===== src/rtl/inst_fetch_ctrl_pkg.sv =====
// Shared constants for the instruction fetch controller: bus widths,
// flash data width and the FSM state encodings.
package inst_fetch_ctrl_pkg;

  localparam int INST_W      = 32;  // instruction bus width
  localparam int INST_ADDR_W = 32;  // CPU fetch address width
  localparam int FLASH_DW    = 16;  // flash returns one halfword per read

  // Plain constants rather than an enum so older tools and netlists see the
  // same encodings.
  localparam logic [1:0] ST_IDLE  = 2'd0;
  localparam logic [1:0] ST_RD_LO = 2'd1;
  localparam logic [1:0] ST_RD_HI = 2'd2;

endpackage


===== src/rtl/inst_fetch_ctrl.sv =====
// Instruction fetch controller: a one-entry fetch buffer in front of a
// 16-bit wide flash. A miss reads the two halfwords of the requested word,
// each held on the flash bus for WAIT_CYCLES cycles, while the CPU is
// stalled. Once started, a fetch always runs to completion.
module inst_fetch_ctrl
  import inst_fetch_ctrl_pkg::*;
#(
  parameter int WAIT_CYCLES = 2,   // flash cycles per halfword read, 1..15
  parameter int FLASH_AW    = 22   // flash halfword address width
) (
  input  logic                   clk,
  input  logic                   rst,
  input  logic                   rom_ce_i,
  input  logic [INST_ADDR_W-1:0] rom_addr_i,
  input  logic                   flush_i,
  output logic [INST_W-1:0]      rom_inst_o,
  output logic                   stall_req_o,
  output logic [FLASH_AW-1:0]    flash_addr_o,
  output logic                   flash_oe_n_o,
  input  logic [FLASH_DW-1:0]    flash_data_i
);

  // A word is two halfwords, so the word address is one bit narrower.
  localparam int WORD_W = FLASH_AW - 1;
  localparam logic [3:0] LAST_CNT = 4'(WAIT_CYCLES - 1);

  logic [1:0]          state_reg;
  logic [3:0]          cnt_reg;
  logic [WORD_W-1:0]   word_reg;   // word being fetched
  logic [FLASH_DW-1:0] lo_reg;     // low halfword staged until the high half arrives
  logic [WORD_W-1:0]   tag_reg;
  logic [INST_W-1:0]   data_reg;
  logic                valid_reg;

  logic [WORD_W-1:0]   addr_word;
  logic                hit;
  logic                last_cycle;
  logic                unused_addr_bits;

  assign addr_word  = rom_addr_i[FLASH_AW:2];
  assign hit        = rom_ce_i & valid_reg & (tag_reg == addr_word);
  assign last_cycle = (cnt_reg == LAST_CNT);

  // Byte offset and address bits beyond the flash are deliberately ignored.
  assign unused_addr_bits = ^{rom_addr_i[INST_ADDR_W-1:FLASH_AW+1], rom_addr_i[1:0]};

  // CPU side: buffer data on hit, stall on any enabled miss.
  always_comb begin
    rom_inst_o  = hit ? data_reg : '0;
    stall_req_o = rom_ce_i & ~hit;
  end

  // Flash side: drive the halfword address only while a read is in progress.
  always_comb begin
    flash_oe_n_o = 1'b1;
    flash_addr_o = '0;
    case (state_reg)
      ST_RD_LO: begin
        flash_oe_n_o = 1'b0;
        flash_addr_o = {word_reg, 1'b0};
      end
      ST_RD_HI: begin
        flash_oe_n_o = 1'b0;
        flash_addr_o = {word_reg, 1'b1};
      end
      default: begin
        flash_oe_n_o = 1'b1;
        flash_addr_o = '0;
      end
    endcase
  end

  // Fetch FSM, wait counter and buffer update; the low halfword is staged
  // separately so the buffer never holds a half-written word.
  always_ff @(posedge clk or negedge rst) begin
    if (!rst) begin
      state_reg <= ST_IDLE;
      cnt_reg   <= '0;
      word_reg  <= '0;
      lo_reg    <= '0;
      tag_reg   <= '0;
      data_reg  <= '0;
      valid_reg <= 1'b0;
    end else begin
      if (flush_i) begin
        valid_reg <= 1'b0;
      end
      case (state_reg)
        ST_IDLE: begin
          if (rom_ce_i && !hit) begin
            word_reg  <= addr_word;
            cnt_reg   <= '0;
            state_reg <= ST_RD_LO;
          end
        end
        ST_RD_LO: begin
          if (last_cycle) begin
            lo_reg    <= flash_data_i;
            cnt_reg   <= '0;
            state_reg <= ST_RD_HI;
          end else begin
            cnt_reg <= cnt_reg + 4'd1;
          end
        end
        ST_RD_HI: begin
          if (last_cycle) begin
            data_reg  <= {flash_data_i, lo_reg};
            tag_reg   <= word_reg;
            // A flush on the completion edge wins over the new fill.
            valid_reg <= ~flush_i;
            cnt_reg   <= '0;
            state_reg <= ST_IDLE;
          end else begin
            cnt_reg <= cnt_reg + 4'd1;
          end
        end
        default: begin
          cnt_reg   <= '0;
          state_reg <= ST_IDLE;
        end
      endcase
    end
  end

endmodule

===== config.mk =====
export PLATFORM = sky130hd
export DESIGN_NAME = inst_fetch_ctrl
export DESIGN_NICKNAME = d
export VERILOG_FILES = /design/src/rtl/inst_fetch_ctrl_pkg.sv /design/src/rtl/inst_fetch_ctrl.sv
export SDC_FILE = /design/constraint.sdc
export NUM_CORES = 1
export LEC_CHECK = 0
export ABC_CLOCK_PERIOD_IN_PS = 2220
export CORE_MARGIN = 3
export CORE_UTILIZATION = 63
export CTS_BUF_LIST = sky130_fd_sc_hd__clkbuf_16
export DETAILED_ROUTE_END_ITERATION = 16
export DONT_BUFFER_PORTS = 1
export GPL_TIMING_DRIVEN = 0
export PLACE_DENSITY = 0.9
export SLEW_MARGIN = 20
export SYNTH_ARGS = -nofsm -noshare
export SYNTH_HDL_FRONTEND = slang
export SYNTH_SLANG_ARGS = --single-unit

===== constraint.sdc =====
create_clock -name clk -period 2.22 [get_ports clk]
set_input_delay 0.222 -clock clk [delete_from_list [all_inputs] [get_ports clk]]
set_output_delay 0.222 -clock clk [all_outputs]
set_load 0.005 [all_outputs]

Yosys cells after proc, flatten, opt, wreduce, memory -nomap -nowiden
Index checks and enable logic that the tools add are counted.
W data, S select, Z words.
Word-level totals
  bits in registers: 97
  bits of input ports: 52
  word-level logic and storage cells: 41
Cells by class
  add/subtract/negate cells: 1
  eq/ne operators: 7
  mux-type cells: 13
  bitwise operators: 5
  reductions and logical operators: 8
Operators with widths (count)
  $pmux W22 S2: 1
  $mux W32: 1
  $eq A21 B21 Y1: 1
  $mux W4: 2
  $pmux W4 S2: 1
  $mux W2: 3
  $ne A2 B2 Y1 const B: 3
  $pmux W2 S3: 1
  $reduce_and A2 Y1: 3
  $add A4 B1 Y4 const B: 1
  $eq A4 B1 Y1 const B: 1
  $mux W1: 4
  $and A1 B1 Y1: 3
  $reduce_and A3 Y1: 1
  $eq A2 B1 Y1 const B: 1
  $eq A2 B2 Y1 const B: 1
  $logic_not A2 Y1: 1
  $not A1 Y1: 2
  $reduce_or A2 Y1: 1
  $logic_and A1 B1 Y1: 1
  $logic_not A1 Y1: 1

Depth between registers and ports, before layout
  word-level depth: 6
  depth in mapped cells: 8
  mapped depth without buffers: 6

Worst setup path before layout
Ideal clock, no wire load.
  path type: reg-to-reg
  start point: register tag_reg[19]
  end point: register cnt_reg[0]
  setup time: 125 ps
  arrival: 1866 ps
  data required time: 2095 ps
  path slack: 229 ps
  stages on the path, launching flop included: 7
  path buffers: 0
  clock period less this slack: 1991 ps
  cell sequence: dfrtp_1 > xor2_1 > nor4_1 > nand4_1 > o41ai_4 > and2_1 > mux2_2
On the way
  cells in the longest elaborated chain, start to end: 5
RTL lines
  start, declared: line inst_fetch_ctrl.sv:31  | logic [WORD_W-1:0] tag_reg;
  start signal, assigned: line inst_fetch_ctrl.sv:108  | tag_reg <= word_reg;
  $eq A21 B21 Y1: line inst_fetch_ctrl.sv:41  | assign hit = rom_ce_i & valid_reg & (tag_reg == addr_word);
  $and A1 B1 Y1: line inst_fetch_ctrl.sv:41
  $logic_not A1 Y1: line inst_fetch_ctrl.sv:90  | if (rom_ce_i && !hit) begin
  $logic_and A1 B1 Y1: line inst_fetch_ctrl.sv:90
  $ne A2 B2 Y1 (no source line)
  end signal, assigned: line inst_fetch_ctrl.sv:102  | cnt_reg <= cnt_reg + 4'd1;
  end signal, assigned: line inst_fetch_ctrl.sv:114  | cnt_reg <= cnt_reg + 4'd1;
  end, declared: line inst_fetch_ctrl.sv:28  | logic [3:0] cnt_reg;
Every way passes these cells.
A chain may end at the register's enable or synchronous reset.

Worst setup path after layout
  start point: register tag_reg[2]
  end point: register cnt_reg[0]
The elaborated chain is that of the path after synthesis.

==> flow_summary_export.csv <==
group,metric,value,unit
timing,worst_pin_slew,456.5,ps
timing,slew_headroom,69.46,%
final_layout,n_fill_cell,401,
place,port_buffers,0,
final_layout,largest_register_ffs,32,
place,placed_cells_incl_taps,418,
logic_synthesis,syn_inst,325,
final_layout,final_util,77.51,%
cts,clk_pin_slew_worst_paths,70,ps
route,drt-pass1-iter-count,4,
floorplan,io-pin-count,108,
timing,rsz0062_at_grt,"yes",
timing,fin_crit,2357,ps
final_layout,antenna_cells,0,
place,gp_congestion,0.7967,
cts,clock-root-buffer,"clkbuf_16",
floorplan,coreArea,6604,µm²
power,p_sw_share,30.41,%
logic_synthesis,netlist_area,4448,µm²
place,dp_hpwl,6006,µm
cts,cts.path.max_buffers,2,
critical_path,path_class,"flop to flop",
logic_synthesis,ys_seq_area_share,54.57,%
power,p_seq_share,46.7,%
final_layout,syn2layout_area_growth,15.08,%
final_layout,fin_cells,445,
global_routing,grt_use_total,22.96,%
cts,cts_inserted_buffers,9,
timing,clock.fmax,424.3,MHz
final_layout,final_layout_size_suffix_gt1_share,45.74,%
cts,cts_hold_buf,1,
cts,tritoncts,"yes",
hold_path,min-delay-path-class,"input port to async pin",
critical_path,path_max_fanout,4,
timing,fin_ws,-136.8,ps
floorplan,num_rows,29,
route,via_per_inst,5.742,
outcome,violations,"hold timing, setup timing",
critical_path,cp.arrival,2570,ps
timing,hold_viol_final,97,
floorplan,die_height,90.03,µm
global_routing,antenna_found_initial,0,
critical_path,end_kind,"flop",
logic_synthesis,synth_cell_types,28,
power,vdd_drop_max,0.0007595,V
floorplan,die_area,8105,µm²
global_routing,grt.overflow.total,0,
power,internal_power,4.639,mW
final_layout,design_area,5119,µm²
route,drt_iter0_drc,103,
route,via_count,2555,
route,wl,9031,µm
route,drcViolationCount,0,
route,antenna_left,0,
final_layout,layout_common_cells,"97 x dfrtp_1, 71 x mux2_2, 37 x and2_1",
logic_synthesis,synth_nets,383,
timing,setup_viol,60,
timing,holdWs,-419.0,ps
logic_synthesis,ys_seq_elements,97,
flow_run,maxCapViolations,0,
global_routing,grt_pass1_wl,14870,µm
power,clkPwrFrac,21.2,%
floorplan,die_x,90.03,µm
final_layout,nNetsFinal,405,
critical_path,startpoint_type,"flop",
power,powerDensity,1302,nW/µm²
final_layout,mostFrequentLayoutCell,"dfrtp_1",
outcome,outcome,"finished with violations",
logic_synthesis,syn_avg_cell_area,13.69,µm²
global_routing,grt_pass1_vias,2770,
route,wl_per_cell,20.29,µm
critical_path,cp_data_required_time,2430,ps
timing,worst_clock_skew,7.772,ps
power,pwr-share-comb,32.2,%
place,place_area,4564,µm²
timing,timing.final.max_slew_violations,0,
power,p_switching,2.027,mW
cts,cts_sinks,97,
global_routing,grt_max_degree,98,
timing,period_share,106.2,%
floorplan,start_util,67.36,%
power,p_leak,2.338,nW
cts,cts_max_level,3,
cts,clock_latency,330,ps
logic_synthesis,yosysWarnings,0,
## power by group through the flow
| stage | clock network, mW | logic (mW) | registers (mW) |
|---|---|---|---|
| 2_1_floorplan | 0 | 1.62 | 2.95 |
| 4_1_cts | 1.43 | 2.09 | 3.09 |
| 3_5_place_dp | 0 | 1.91 | 3.12 |
| 5_1_grt | 1.51 | 2.33 | 3.22 |
| 6_report | 1.41 | 2.14 | 3.11 |
| 3_3_place_gp | 0 | 1.85 | 3.04 |
## timing repair
action,in CTS,in global routing
hold endpoints to repair,98,97
pin swaps,6,5
setup endpoints to repair,132,138
cloned,2,0
setup buffers,9,1
resized for setup,39,19
## final timing paths
| path | from | to | slack, ps | cells past startpoint |
|---|---|---|---|---|
| setup / recovery | tag_reg[2] | cnt_reg[0] | -140 | 9 |
| setup reg to reg | tag_reg[2] | cnt_reg[0] | -140 | 9 |
| max in group asynchronous | rst | tag_reg[8] | 2510 | 0 |
| hold reg to reg | lo_reg[4] | data_reg[4] | 500 | 1 |
| min in group clk | rom_addr_i[18] | word_reg[16] | 30 | 1 |
| hold / removal | rst | word_reg[6] | -420 | 0 |
## logic make-up after synthesis
| logic type | count (synthesis) | synth area share (%) |
|---|---|---|
| flip-flops | 97 | 54.57 |
| XOR/XNOR | 21 | 4.135 |
| AO/OA/AOI/OAI | 8 | 1.716 |
| multiplexers | 92 | 24.98 |
| AND/OR/NAND/NOR | 78 | 10.46 |
| buffers and inverters | 23 | 2.447 |
| adder cells (fa/ha/maj) | 6 | 1.688 |
## per-stage QoR
step / setup slack [ps] / hold WS (ps) / total power [mW] / TNS [ps]
after floorplan: 229.4 / -73.59 / 4.571 / 0
after global placement: -398.2 / -70.12 / 4.889 / -18570
after detailed placement: -491.1 / -70.83 / 5.027 / -24290
after CTS: -217.2 / -423.3 / 6.617 / -7952
after global routing: -277.6 / -428.4 / 7.058 / -14920
final: -136.8 / -419.0 / 6.666 / -6290
## worst max-delay path: stages, from the launching register on
cell	delay, ps
dfrtp_1	410
xor2_1	160
nor4_1	290
nand4_1	170
buf_6	160
o41ai_4	330
buf_6	180
buf_6	100
and2_4	150
mux2_4	290
## final cells by class
class | instances | area, µm² | area share, %
Multi-Input combinational cell | 205 | 2011 | 39.28
Inverter | 8 | 30.03 | 0.5867
Tap cell | 93 | 116.4 | 2.273
Clock inverter | 7 | 47.55 | 0.9289
Timing Repair Buffer | 13 | 142.6 | 2.787
Clock buffer | 9 | 225.2 | 4.400
Sequential cell | 97 | 2427 | 47.42
Buffer | 13 | 118.9 | 2.322
## synth_stat cells, drive strengths merged
cell / n / share of area, %
nand2b: 1 / 0.14
o211ai: 1 / 0.17
or3: 1 / 0.14
xnor2: 4 / 0.79
nor4: 5 / 0.70
a21oi: 1 / 0.11
o32ai: 1 / 0.20
ha: 6 / 1.7
clkbuf: 7 / 0.59
mux2: 92 / 25
nand4: 2 / 0.28
o22a: 1 / 0.20
inv: 8 / 0.68
nor2: 7 / 0.65
dfrtp: 97 / 55
buf: 8 / 1.2
nor3b: 1 / 0.17
nand2: 2 / 0.17
and2: 56 / 7.9
o22ai: 1 / 0.14
xor2: 17 / 3.3
o21ai: 1 / 0.11
a211oi: 1 / 0.17
nand3: 3 / 0.34
o41ai: 1 / 0.62
## layer usage
layer,part of all wire [%],vias to the layer above,track usage [%]
met3,5.7,9,6.010
met5,0,-,0
met2,50,60,36.78
met4,1.3,0,6.633
li1,-,1150,-
met1,43,1336,31.12
Note: power is estimated with default switching activity, not from simulation.
